`src/rtl/button_event_pkg.sv`:
```
// rtl/button_event_pkg.sv - shared event codes and FIFO entry type for button_event_ctrl
package button_event_pkg;

  typedef logic [1:0] evt_code_t;

  localparam evt_code_t EVT_RELEASE = 2'b00;
  localparam evt_code_t EVT_PRESS   = 2'b01;
  localparam evt_code_t EVT_LONG    = 2'b10;

  // Wide enough for the largest supported channel count (16).
  localparam int ID_W_MAX = 4;

  typedef struct packed {
    evt_code_t           code;
    logic [ID_W_MAX-1:0] id;
  } evt_t;

endpackage

```
`src/rtl/btn_debounce_ch.sv`:
```
// rtl/btn_debounce_ch.sv - per-channel synchronizer, debouncer and event strobe
// Hold counter and LONG strobe are built only when BUTTON_EVENT_LONG_PRESS_EN is defined.
module btn_debounce_ch
  import button_event_pkg::*;
#(
  parameter int DEBOUNCE_CYC = 20,
  parameter int LONG_CYC     = 1000
) (
  input  logic      clk,
  input  logic      rst_n,
  input  logic      btn,
  output logic      state,
  output logic      evt,
  output evt_code_t code
);

  localparam logic [15:0] CNT_MAX = 16'(DEBOUNCE_CYC - 1);

  logic        sync1;
  logic        s;
  logic        last;
  logic [15:0] cnt;
  logic        accept;
  evt_code_t   edge_code;

  assign accept    = (cnt == CNT_MAX) && (last != state);
  assign edge_code = last ? EVT_PRESS : EVT_RELEASE;

  always_ff @(posedge clk) begin
    if (!rst_n) begin
      sync1 <= 1'b0;
      s     <= 1'b0;
      last  <= 1'b0;
      cnt   <= '0;
      state <= 1'b0;
    end else begin
      sync1 <= btn;
      s     <= sync1;
      last  <= s;
      if (s != last) begin
        cnt <= '0;
      end else if (cnt != CNT_MAX) begin
        cnt <= cnt + 16'd1;
      end
      if (accept) begin
        state <= last;
      end
    end
  end

`ifdef BUTTON_EVENT_LONG_PRESS_EN
  localparam int                HOLD_W    = $clog2(LONG_CYC + 1);
  localparam logic [HOLD_W-1:0] HOLD_END  = HOLD_W'(LONG_CYC);
  localparam logic [HOLD_W-1:0] HOLD_FIRE = HOLD_W'(LONG_CYC - 1);

  logic [HOLD_W-1:0] hold;
  logic              long_hit;

  // A release accepted on the same edge wins: the button is no longer held.
  assign long_hit = state && !accept && (hold == HOLD_FIRE);

  always_ff @(posedge clk) begin
    if (!rst_n || !state) begin
      hold <= '0;
    end else if (hold != HOLD_END) begin
      hold <= hold + HOLD_W'(1);
    end
  end

  assign evt  = accept || long_hit;
  assign code = accept ? edge_code : EVT_LONG;
`else
  logic unused_long_cfg;
  assign unused_long_cfg = (LONG_CYC != 0);
  assign evt  = accept;
  assign code = edge_code;
`endif

endmodule

```
`src/rtl/button_event_ctrl.sv`:
```
// rtl/button_event_ctrl.sv - button debounce/event block: pending slots, RR scheduler, event FIFO
// LONG events are produced only when BUTTON_EVENT_LONG_PRESS_EN is defined.
module button_event_ctrl
  import button_event_pkg::*;
#(
  parameter int N_BTN        = 4,
  parameter int DEBOUNCE_CYC = 20,
  parameter int LONG_CYC     = 1000,
  parameter int FIFO_DEPTH   = 4
) (
  input  logic                                       clk,
  input  logic                                       rst_n,
  input  logic [N_BTN-1:0]                           btn_in,
  output logic [N_BTN-1:0]                           btn_state,
  output logic                                       evt_valid,
  input  logic                                       evt_ready,
  output logic [1:0]                                 evt_code,
  output logic [((N_BTN > 1) ? $clog2(N_BTN) : 1)-1:0] evt_id,
  output logic                                       overflow,
  input  logic                                       overflow_clr
);

  localparam int ID_W = (N_BTN > 1) ? $clog2(N_BTN) : 1;
  localparam int AW   = (FIFO_DEPTH > 1) ? $clog2(FIFO_DEPTH) : 1;

  logic [N_BTN-1:0] raise;
  evt_code_t        raise_code [N_BTN];
  logic [N_BTN-1:0] pend_v;
  evt_code_t        pend_code  [N_BTN];

  logic [ID_W-1:0]  rr_ptr;
  logic [ID_W-1:0]  rr_next;
  logic [ID_W-1:0]  gidx;
  logic [ID_W-1:0]  cand;
  logic [ID_W:0]    sum;
  logic             grant;

  evt_t             mem [FIFO_DEPTH];
  evt_t             last_pop;
  evt_t             head;
  logic [AW-1:0]    wr_ptr;
  logic [AW-1:0]    rd_ptr;
  logic [AW:0]      count;
  logic             pop;
  logic             can_push;
  logic             drop;

  for (genvar i = 0; i < N_BTN; i++) begin : g_ch
    btn_debounce_ch #(
      .DEBOUNCE_CYC(DEBOUNCE_CYC),
      .LONG_CYC    (LONG_CYC)
    ) u_ch (
      .clk  (clk),
      .rst_n(rst_n),
      .btn  (btn_in[i]),
      .state(btn_state[i]),
      .evt  (raise[i]),
      .code (raise_code[i])
    );
  end

  assign evt_valid = (count != '0);
  assign pop       = evt_valid && evt_ready;
  assign can_push  = (count != (AW+1)'(FIFO_DEPTH)) || pop;
  assign drop      = |(raise & pend_v);

  // Round-robin: search starts at rr_ptr, which always names the channel after the last grant.
  always_comb begin
    grant   = 1'b0;
    gidx    = '0;
    cand    = '0;
    sum     = '0;
    rr_next = rr_ptr;
    for (int k = 0; k < N_BTN; k++) begin
      sum = {1'b0, rr_ptr} + (ID_W+1)'(k);
      if (sum >= (ID_W+1)'(N_BTN)) begin
        sum = sum - (ID_W+1)'(N_BTN);
      end
      cand = sum[ID_W-1:0];
      if (can_push && !grant && pend_v[cand]) begin
        grant = 1'b1;
        gidx  = cand;
      end
    end
    sum = {1'b0, gidx} + (ID_W+1)'(1);
    if (sum >= (ID_W+1)'(N_BTN)) begin
      sum = sum - (ID_W+1)'(N_BTN);
    end
    if (grant) begin
      rr_next = sum[ID_W-1:0];
    end
  end

  always_ff @(posedge clk) begin
    if (!rst_n) begin
      pend_v   <= '0;
      for (int i = 0; i < N_BTN; i++) begin
        pend_code[i] <= EVT_RELEASE;
      end
      rr_ptr   <= '0;
      wr_ptr   <= '0;
      rd_ptr   <= '0;
      count    <= '0;
      last_pop <= '0;
      overflow <= 1'b0;
    end else begin
      for (int i = 0; i < N_BTN; i++) begin
        if (grant && (gidx == ID_W'(i))) begin
          pend_v[i] <= 1'b0;
        end
        if (raise[i] && !pend_v[i]) begin
          pend_v[i]    <= 1'b1;
          pend_code[i] <= raise_code[i];
        end
      end
      rr_ptr <= rr_next;
      if (grant) begin
        wr_ptr <= wr_ptr + AW'(1);
      end
      if (pop) begin
        rd_ptr   <= rd_ptr + AW'(1);
        last_pop <= mem[rd_ptr];
      end
      if (grant && !pop) begin
        count <= count + (AW+1)'(1);
      end else if (!grant && pop) begin
        count <= count - (AW+1)'(1);
      end
      if (drop) begin
        overflow <= 1'b1;
      end else if (overflow_clr) begin
        overflow <= 1'b0;
      end
    end
  end

  // When full with a simultaneous pop, wr_ptr equals rd_ptr; the old head is read before the write lands.
  always_ff @(posedge clk) begin
    if (grant) begin
      mem[wr_ptr] <= '{code: pend_code[gidx], id: ID_W_MAX'(gidx)};
    end
  end

  // An empty FIFO keeps presenting the last popped entry.
  assign head     = evt_valid ? mem[rd_ptr] : last_pop;
  assign evt_code = head.code;
  assign evt_id   = ID_W'(head.id);

endmodule

```
`config.mk`:
```
export PLATFORM = sky130hd
export DESIGN_NAME = button_event_ctrl
export DESIGN_NICKNAME = d
export VERILOG_FILES = /design/src/rtl/button_event_pkg.sv /design/src/rtl/btn_debounce_ch.sv /design/src/rtl/button_event_ctrl.sv
export SDC_FILE = /design/constraint.sdc
export NUM_CORES = 1
export LEC_CHECK = 0
export CAP_MARGIN = 20
export CELL_PAD_IN_SITES_DETAIL_PLACEMENT = 1
export CELL_PAD_IN_SITES_GLOBAL_PLACEMENT = 2
export CORE_MARGIN = 8
export CORE_UTILIZATION = 37
export CTS_CLUSTER_SIZE = 8
export DETAILED_ROUTE_END_ITERATION = 8
export PLACE_DENSITY_LB_ADDON = 0.15
export SYNTH_ARGS = -nofsm -noshare
export SYNTH_HDL_FRONTEND = slang
export SYNTH_HIERARCHICAL = 1
export SYNTH_SLANG_ARGS = --single-unit
```
`constraint.sdc`:
```
create_clock -name clk -period 2.5 [get_ports clk]
set_clock_uncertainty 0.05 [all_clocks]
set_input_delay 0.25 -clock clk [delete_from_list [all_inputs] [get_ports clk]]
set_output_delay 0.25 -clock clk [all_outputs]
set_load 0.02 [all_outputs]
```
==> results.sh, run 1 <==
export IMPL_required_ns=2.80
export IMPL_path_max_fanout=9
export IMPL_outcome="complete, no violations"
export IMPL_viasPerCell=5.43
export IMPL_fillers=1864
export IMPL_ys_ff_latch=124
export IMPL_synthMuxAreaShare_pct=8.04
export IMPL_setup_viol=0
export IMPL_finalWirelength_um=13800
export IMPL_die_h_um=144
export IMPL_timing_fmax_ghz=0.421
export IMPL_detail_route_first_pass_iterations=4
export IMPL_dp_cells=825
export IMPL_end_kind="flip-flop"
export IMPL_syn_cell_area_um2=6100
export IMPL_async_flop_share_pct=0
export IMPL_dp_hpwl_um=9500
export IMPL_clk_latency_ns=0.42
export IMPL_grt_max_degree=29
export IMPL_slew_violations=0
export IMPL_p_leak_nw=2.43
export IMPL_drv_cap=0
export IMPL_timing_final_ws_setup_ns=0.127
export IMPL_final_setup_tns_ns=0
export IMPL_first_global_vias=4837
export IMPL_synth_compound_area_share_pct=9.19
export IMPL_clockRootBuffer="clkbuf_16"
export IMPL_insertedDiodeCount=0
export IMPL_detail_route_antenna_nets=0
export IMPL_fin_util_pct=43.1
export IMPL_final_cell_mix="dfxtp_1, nand3_1, nand2_1"
export IMPL_synth_xor_area_share_pct=3.02
export IMPL_synth_fa_ha_area_share_pct=2.99
export IMPL_critPathKind="flip-flop to flip-flop"
export IMPL_rsz0062_at_grt="no"
export IMPL_dp_slack_ns=0.0108
export IMPL_synth_top_family_by_area="simple AND/OR/NAND/NOR gates"
export IMPL_cts_max_level=4
export IMPL_hold_viol=0
export IMPL_instances_no_fill=858
export IMPL_synth_cells=608
export IMPL_ios=18
export IMPL_vdd_ir_drop_max_mv=0.499
export IMPL_hold_class="input port to flip-flop"
export IMPL_cts_path_max_buffers=2
export IMPL_antenna_found_initial=0
export IMPL_area_growth_pct=15.4
export IMPL_grt_pass1_wl_um=23600
export IMPL_cts_buffers=17
export IMPL_start_util_pct=37.3
export IMPL_tightest_slew_ns=0.574
export IMPL_drc=0
export IMPL_syn_area_per_cell_um2=10.0
export IMPL_cts_setup_buffers=0
export IMPL_fin_crit_sh_pct=94.9
export IMPL_layout_nets=647
export IMPL_drt_initial_drc_count=197
export IMPL_die_x_um=144
export IMPL_drive_gt1_share_pct=13.5
export IMPL_final_common_cell="dfxtp_1"
export IMPL_cts_sinks=124
export IMPL_ys_seq_area_share_pct=44.6
export IMPL_slew_headroom_pct=61.7
export IMPL_startpoint_type="flip-flop"
export IMPL_wire_per_inst_um=16.1
export IMPL_synth_fp_nets=630
export IMPL_yosysUniqueCellTypes=58
export IMPL_vias=4659
export IMPL_hold_ws_ns=0.280
export IMPL_tritoncts="yes"
export IMPL_io_buffers=17
export IMPL_synth_warnings=6
export IMPL_synth_main_ff_cell="dfxtp_1"
export IMPL_clkTransAtPathRegs_ns=0.05
export IMPL_grt_usage_pct=14.4
export IMPL_synth_simple_area_share_pct=26.5
export IMPL_die_area_um2=20800
export IMPL_worstPathArrival_ns=2.67
export IMPL_synth_edf_count=24
export IMPL_gp_congestion=0.750
export IMPL_period_needed_ns=2.37
export IMPL_grt_overflow=0
export IMPL_num_rows=47
export IMPL_fp_coreArea_um2=16300
export IMPL_power_density_nw_per_um2=795
-- critical path, cell delays in order (launching register included) --
cell      delay (ns)
dfxtp_1         0.52
nor2_1          0.15
a21oi_1         0.24
ha_1            0.24
inv_1           0.07
fa_1            0.38
xor2_1          0.18
or3_1           0.31
a21boi_0        0.15
-- area by class of cell --
cell class                      count  area [um^2]  share of cell area (%)
Multi-Input combinational cell    426         3050                    43.3
Sequential cell                   124         2720                    38.7
Clock buffer                       24          482                    6.84
Timing Repair Buffer               40          333                    4.73
Tap cell                          220          275                    3.91
Clock inverter                      8          115                    1.63
Inverter                           16         62.6                   0.889
-- cell families (layout without fill, tap and decap cells) --
logic type | after synthesis | count (layout)
xor+xnor | 21 | 21
other cells | 4 | 4
mux | 41 | 41
compound gates | 89 | 89
simple gates | 257 | 257
buf+inv | 58 | 88
fa+ha+maj | 14 | 14
flops | 124 | 124
-- stage by stage --
stage / cell area, um^2 / power [mW]
2_1_floorplan: 6100 / 2.84
3_3_place_gp: 6440 / 3.16
3_5_place_dp: 6440 / 3.19
4_1_cts: 7030 / 5.68
5_1_grt: 7040 / 5.85
6_report: 7040 / 5.60
-- worst paths after layout --
path | from | end | slack (ns) | cells after the start
hold reg to reg | g_ch[3].u_ch/sync1 | g_ch[3].u_ch/s | 0.39 | 1
setup reg to reg | pend_v[3] | count[2] | 0.13 | 8
setup / recovery | pend_v[3] | count[2] | 0.13 | 8
hold / removal | rst_n | g_ch[2].u_ch/state | 0.28 | 3
-- registers in the layout, indices dropped and copies added, names as in the netlist, named ones only --
signal           cells
g_ch.u_ch/cnt       64
overflow             1
g_ch.u_ch/sync1      4
rr_ptr               2
pend_v               4
pend_code            8
count                3
g_ch.u_ch/s          4
wr_ptr               2
rd_ptr               2
g_ch.u_ch/last       4
last_pop             4
mem                 16
g_ch.u_ch/state      4
-- synthesized netlist by cell type (5+ instances only) --
library cell,count,area (um^2)
nand3b_1,20,150
buf_2,9,45.0
and3_1,8,50.1
nand2b_1,11,68.8
dfxtp_1,100,2000
inv_1,14,52.6
nor4_2,8,100
nand2_1,34,128
nor4_1,16,100
a21oi_1,30,150
and2_1,25,156
or4_1,16,120
buf_6,8,90.1
nand3_1,52,260
edfxtp_1,24,721
or3_1,15,93.8
mux4_2,6,135
nor2b_1,7,43.8
buf_4,8,60.1
o21ai_0,19,95.1
clkbuf_1,12,45.0
nand4_2,8,100
a31oi_1,5,31.3
xor2_1,13,114
xnor2_1,8,70.1
ha_1,13,163
mux2i_1,31,310
o31ai_1,16,120
nor2_1,12,45.0
-- report_power, final --
group	total, mW	internal (mW)	switching (mW)	leakage, nW
Clock	2.51	1.64	0.872	0.298
Combinational	0.869	0.421	0.448	1.11
Sequential	2.22	2.13	0.0907	1.02
Total	5.60	4.19	1.41	2.43
-- routing by layer --
| metal | up-vias | track usage, % | wire length [um] |
|---|---|---|---|
| met4 | 0 | 6.02 | 230 |
| met1 | 2327 | 16.7 | 6190 |
| li1 | 2278 | - | - |
| met2 | 38 | 24.5 | 7000 |
| met5 | - | 0 | 0 |
| met3 | 16 | 3.99 | 414 |
-- repair_timing --
item / 4_1_cts / 5_1_grt
endpoints found under the hold margin: 0 / 0
hold buffers: 0 / 0
endpoints found under the setup margin: 4 / 0
gates resized for setup: 5 / 0
Power figures use the tool's default switching activity.
==> inputs of run 2 (changes only) <==
--- a/config.mk
+++ b/config.mk
@@ -13,6 +13,7 @@
 export CTS_CLUSTER_SIZE = 8
 export DETAILED_ROUTE_END_ITERATION = 8
 export PLACE_DENSITY_LB_ADDON = 0.15
+export RECOVER_POWER = 100
 export SYNTH_ARGS = -nofsm -noshare
 export SYNTH_HDL_FRONTEND = slang
 export SYNTH_HIERARCHICAL = 1
==> results.sh, run 2 (synthesis results as in run 1) <==
export IMPL_outcome="complete, no violations"
export IMPL_largest_reg_flops=64
export IMPL_timing_fmax_ghz=0.418
export IMPL_p_leak_nw=2.36
export IMPL_viasPerCell=5.45
export IMPL_clk_latency_ns=0.42
export IMPL_worstHoldStart="btn_in[3]"
export IMPL_grt_pass1_wl_um=23600
export IMPL_post_dp_cell_area_um2=6440
export IMPL_final_common_cell="dfxtp_1"
export IMPL_end_kind="output port"
export IMPL_startpoint_type="flip-flop"
export IMPL_fin_crit_sh_pct=95.7
export IMPL_die_area_um2=20800
export IMPL_tightest_slew_ns=1.18
export IMPL_gp_congestion=0.750
export IMPL_die_h_um=144
export IMPL_cts_max_level=4
export IMPL_dp_slack_ns=0.0108
export IMPL_multi_input_area_um2=2990
export IMPL_clkTransAtPathRegs_ns=0.05
export IMPL_fillers=1884
export IMPL_grt_max_degree=29
export IMPL_layout_nets=647
export IMPL_grt_usage_pct=14.4
export IMPL_r2r_start="pend_v[3]"
export IMPL_drive_gt1_share_pct=10.7
export IMPL_vdd_ir_drop_max_mv=0.496
export IMPL_detail_route_first_pass_iterations=5
export IMPL_reg_top3="g_ch.u_ch/cnt (64), mem (16), pend_code (8)"
export IMPL_io_buffers=17
export IMPL_cts_sinks=124
export IMPL_timing_final_ws_setup_ns=0.106
export IMPL_fp_coreArea_um2=16300
export IMPL_path_max_fanout=9
export IMPL_final_area_um2=6960
export IMPL_finalWirelength_um=13700
export IMPL_power_density_nw_per_um2=802
export IMPL_cts_path_max_buffers=2
export IMPL_worstPathArrival_ns=2.09
export IMPL_final_setup_tns_ns=0
export IMPL_critPathKind="flip-flop to output port"
export IMPL_drv_cap=0
export IMPL_num_rows=47
export IMPL_ios=18
export IMPL_required_ns=2.20
export IMPL_period_needed_ns=2.39
export IMPL_clockRootBuffer="clkbuf_16"
export IMPL_vias=4675
export IMPL_drc=0
export IMPL_slew_violations=0
export IMPL_die_x_um=144
export IMPL_detail_route_antenna_nets=0
export IMPL_finalPower_mw=5.58
export IMPL_critPathLaunch="count[0]"
export IMPL_cts_buffers=17
export IMPL_antenna_found_initial=0
export IMPL_drt_initial_drc_count=203
export IMPL_hold_viol=0
export IMPL_rsz0062_at_grt="no"
export IMPL_area_growth_pct=14.1
export IMPL_register_area_um2=2720
export IMPL_setup_viol=0
export IMPL_holdBufCountCts=0
export IMPL_dp_hpwl_um=9500
export IMPL_start_util_pct=37.3
export IMPL_first_global_vias=4837
export IMPL_grt_overflow=0
export IMPL_slew_headroom_pct=21.3
export IMPL_tritoncts="yes"
export IMPL_hold_class="input port to flip-flop"
export IMPL_final_cell_mix="dfxtp_1, nand3_1, nand2_1"
export IMPL_insertedDiodeCount=0
export IMPL_top_register="g_ch.u_ch/cnt"
export IMPL_wire_per_inst_um=16.0
-- run 2: changes by cell type in the layout (fill, tap and decap cells not counted), moves of 6 or more --
cell / change
and2_0: +18
and2_1: -18
clkbuf_1: +7
buf_4: -6
clkdlybuf4s50_1: -6
dlygate4sd3_1: +6
-- run 2: power by group --
| part | internal (mW) | leakage, nW | switching, mW |
|---|---|---|---|
| Combinational | 0.404 | 1.04 | 0.448 |
| Clock | 1.64 | 0.298 | 0.871 |
| Sequential | 2.13 | 1.02 | 0.0906 |
| Total | 4.17 | 2.36 | 1.41 |
-- run 2: path summary, 6_finish.rpt --
check	endpoint	slack [ns]	depth (start not counted)
max reg2reg	count[2]	0.13	8
min reg2reg	g_ch[3].u_ch/s	0.39	1
max	evt_code[1]	0.11	4
min	g_ch[3].u_ch/sync1	0.36	2
-- run 2: area by class of cell --
| type | count | share of cell area, % |
|---|---|---|
| Clock inverter | 8 | 1.65 |
| Tap cell | 220 | 3.95 |
| Clock buffer | 24 | 6.92 |
| Inverter | 16 | 0.899 |
| Multi-Input combinational cell | 426 | 43.0 |
| Timing Repair Buffer | 40 | 4.44 |
| Sequential cell | 124 | 39.1 |
-- run 2: metal layers --
metal	global-route usage (%)	share of wire, %
met1	16.7	44
met2	24.5	51
met3	3.99	3.2
met4	6.02	1.6
met5	0	0
-- run 2: what timing repair did --
action                                  CTS  global route
setup buffers                             0             0
endpoints found under the setup margin    4             0
hold endpoints to repair                  0             0
resized for setup                         5             0
-- run 2: per-stage QoR --
stage / std cells / hold slack (ns) / utilization [%]
4_1_cts: 857 / 0.274 / 43.0
3_5_place_dp: 825 / 0.377 / 39.4
3_3_place_gp: 825 / 0.366 / 39.4
2_1_floorplan: 608 / 0.327 / -
6_report: 858 / 0.361 / 42.6
5_1_grt: 858 / 0.364 / 42.6
-- run 2: critical path, stage by stage, from the launching register on --
cell           delay [ns]
dfxtp_1              0.37
or3_1                0.44
buf_4                0.19
mux2_1               0.34
dlygate4sd2_1        0.33
==> inputs of run 3 (changes only) <==
--- a/config.mk
+++ b/config.mk
@@ -14,6 +14,7 @@
 export DETAILED_ROUTE_END_ITERATION = 8
 export PLACE_DENSITY_LB_ADDON = 0.15
 export RECOVER_POWER = 100
+export REMOVE_ABC_BUFFERS = 1
 export SYNTH_ARGS = -nofsm -noshare
 export SYNTH_HDL_FRONTEND = slang
 export SYNTH_HIERARCHICAL = 1
==> results.sh, run 3 (synthesis results as in run 1) <==
export IMPL_outcome="complete, no violations"
export IMPL_r2r_cells=6
export IMPL_top_register="g_ch.u_ch/cnt"
export IMPL_largest_reg_flops=64
export IMPL_detail_route_antenna_nets=0
export IMPL_finalWirelength_um=13200
export IMPL_area_growth_pct=13.3
export IMPL_grt_max_degree=35
export IMPL_critPathKind="flip-flop to output port"
export IMPL_die_area_um2=20800
export IMPL_drc=0
export IMPL_tritoncts="yes"
export IMPL_rsz0062_at_grt="no"
export IMPL_min_to="g_ch[1].u_ch/sync1"
export IMPL_cts_max_level=4
export IMPL_cp_slowest_cell="dlygate4sd3_1"
export IMPL_final_common_cell="dfxtp_1"
export IMPL_post_dp_cell_area_um2=6450
export IMPL_cpPeakStageDelay_ns=0.65
export IMPL_num_rows=47
export IMPL_detail_route_first_pass_iterations=4
export IMPL_final_cell_mix="dfxtp_1, nand3_1, nand2_1"
export IMPL_cts_setup_buffers=0
export IMPL_start_util_pct=37.3
export IMPL_die_x_um=144
export IMPL_clkTransAtPathRegs_ns=0.05
export IMPL_drv_cap=0
export IMPL_drt_initial_drc_count=140
export IMPL_cts_buffers=17
export IMPL_fin_crit_sh_pct=92.9
export IMPL_period_needed_ns=2.32
export IMPL_cts_path_max_buffers=2
export IMPL_dp_cells=827
export IMPL_worstReg2RegEnd="pend_code[2][0]"
export IMPL_io_buffers=17
export IMPL_hold_viol=0
export IMPL_vdd_ir_drop_max_mv=0.466
export IMPL_fp_coreArea_um2=16300
export IMPL_fin_util_pct=42.3
export IMPL_p_leak_nw=2.33
export IMPL_final_area_um2=6910
export IMPL_finalPower_mw=5.36
export IMPL_clockRootBuffer="clkbuf_16"
export IMPL_r2r_start="g_ch[2].u_ch/cnt[0]"
export IMPL_tightest_slew_ns=0.994
export IMPL_power_density_nw_per_um2=775
export IMPL_path_max_fanout=9
export IMPL_timing_fmax_ghz=0.430
export IMPL_setup_viol=0
export IMPL_clk_latency_ns=0.42
export IMPL_instances_no_fill=859
export IMPL_grt_usage_pct=13.6
export IMPL_hold_class="input port to flip-flop"
export IMPL_grt_pass1_wl_um=22400
export IMPL_insertedDiodeCount=0
export IMPL_end_kind="output port"
export IMPL_required_ns=2.20
export IMPL_layout_nets=648
export IMPL_viasPerCell=5.29
export IMPL_slew_violations=0
export IMPL_die_h_um=144
export IMPL_dp_hpwl_um=9190
export IMPL_worstHoldStart="btn_in[1]"
export IMPL_drive_gt1_share_pct=9.55
export IMPL_gp_congestion=0.733
export IMPL_vias=4542
export IMPL_ios=18
export IMPL_worstPathArrival_ns=2.02
export IMPL_wire_per_inst_um=15.4
export IMPL_reg_top3="g_ch.u_ch/cnt (64), mem (16), pend_code (8)"
export IMPL_grt_overflow=0
export IMPL_cts_sinks=124
export IMPL_worstPathCellList="or3_1 -> buf_4 -> dlygate4sd3_1"
export IMPL_slew_headroom_pct=33.7
export IMPL_hold_depth=2
export IMPL_antenna_found_initial=0
export IMPL_first_global_vias=4563
export IMPL_startpoint_type="flip-flop"
export IMPL_r2r_slack_ns=0.24
==> run 3: cell type report <==
| cell class | instances | area [um^2] |
|---|---|---|
| Fill cell | 1884 | 9440 |
| Multi-Input combinational cell | 426 | 3020 |
| Sequential cell | 124 | 2720 |
| Clock buffer | 21 | 440 |
| Timing Repair Buffer | 41 | 290 |
| Tap cell | 220 | 275 |
| Clock inverter | 11 | 101 |
| Inverter | 16 | 62.6 |
==> run 3: report_power, final <==
part,total (mW),internal [mW],switching [mW]
logic,0.828,0.393,0.434
clock network,2.31,1.44,0.867
registers,2.22,2.13,0.0906
total,5.36,3.97,1.39
==> run 3: layer usage <==
| layer | wire (um) | global-route usage, % | share of wire [%] | vias up |
|---|---|---|---|---|
| li1 | - | - | - | 2272 |
| met1 | 6580 | 17.0 | 50 | 2221 |
| met2 | 6140 | 21.8 | 46 | 34 |
| met3 | 330 | 3.60 | 2.5 | 15 |
| met4 | 190 | 5.81 | 1.4 | 0 |
| met5 | 0 | 0 | 0 | - |
==> run 3: how the worst max path moves through the flow <==
stage	slack (ns)	from	to
after CTS	0.18	flip-flop	evt_id[1]
after global placement	0.11	evt_ready	count[2]
after detailed placement	-0.01	evt_ready	count[2]
after global routing	0.03	count[0]	count[2]
final	0.18	count[0]	evt_valid
after floorplan	-0.01	count[0]	count[2]
==> run 3: critical path, delay by kind of cell (launching register included) <==
family / cells / cell delay, ns
simple gates: 1 / 0.40
buf+inv: 2 / 0.83
flops: 1 / 0.36
==> run 3: per-stage QoR <==
stage               hold slack, ns  setup TNS (ns)  worst slack (ns)
finish                       0.357               0             0.177
global route                 0.347               0            0.0317
CTS                          0.193               0             0.180
detailed placement           0.374         -0.0141           -0.0141
global placement             0.366               0             0.105
floorplan                    0.322         -0.0138           -0.0138
==> run 3: what timing repair did <==
| item | 4_1_cts | 5_1_grt |
|---|---|---|
| setup endpoints to repair | 4 | 0 |
| hold buffers | 0 | 0 |
| resized for setup | 5 | 0 |
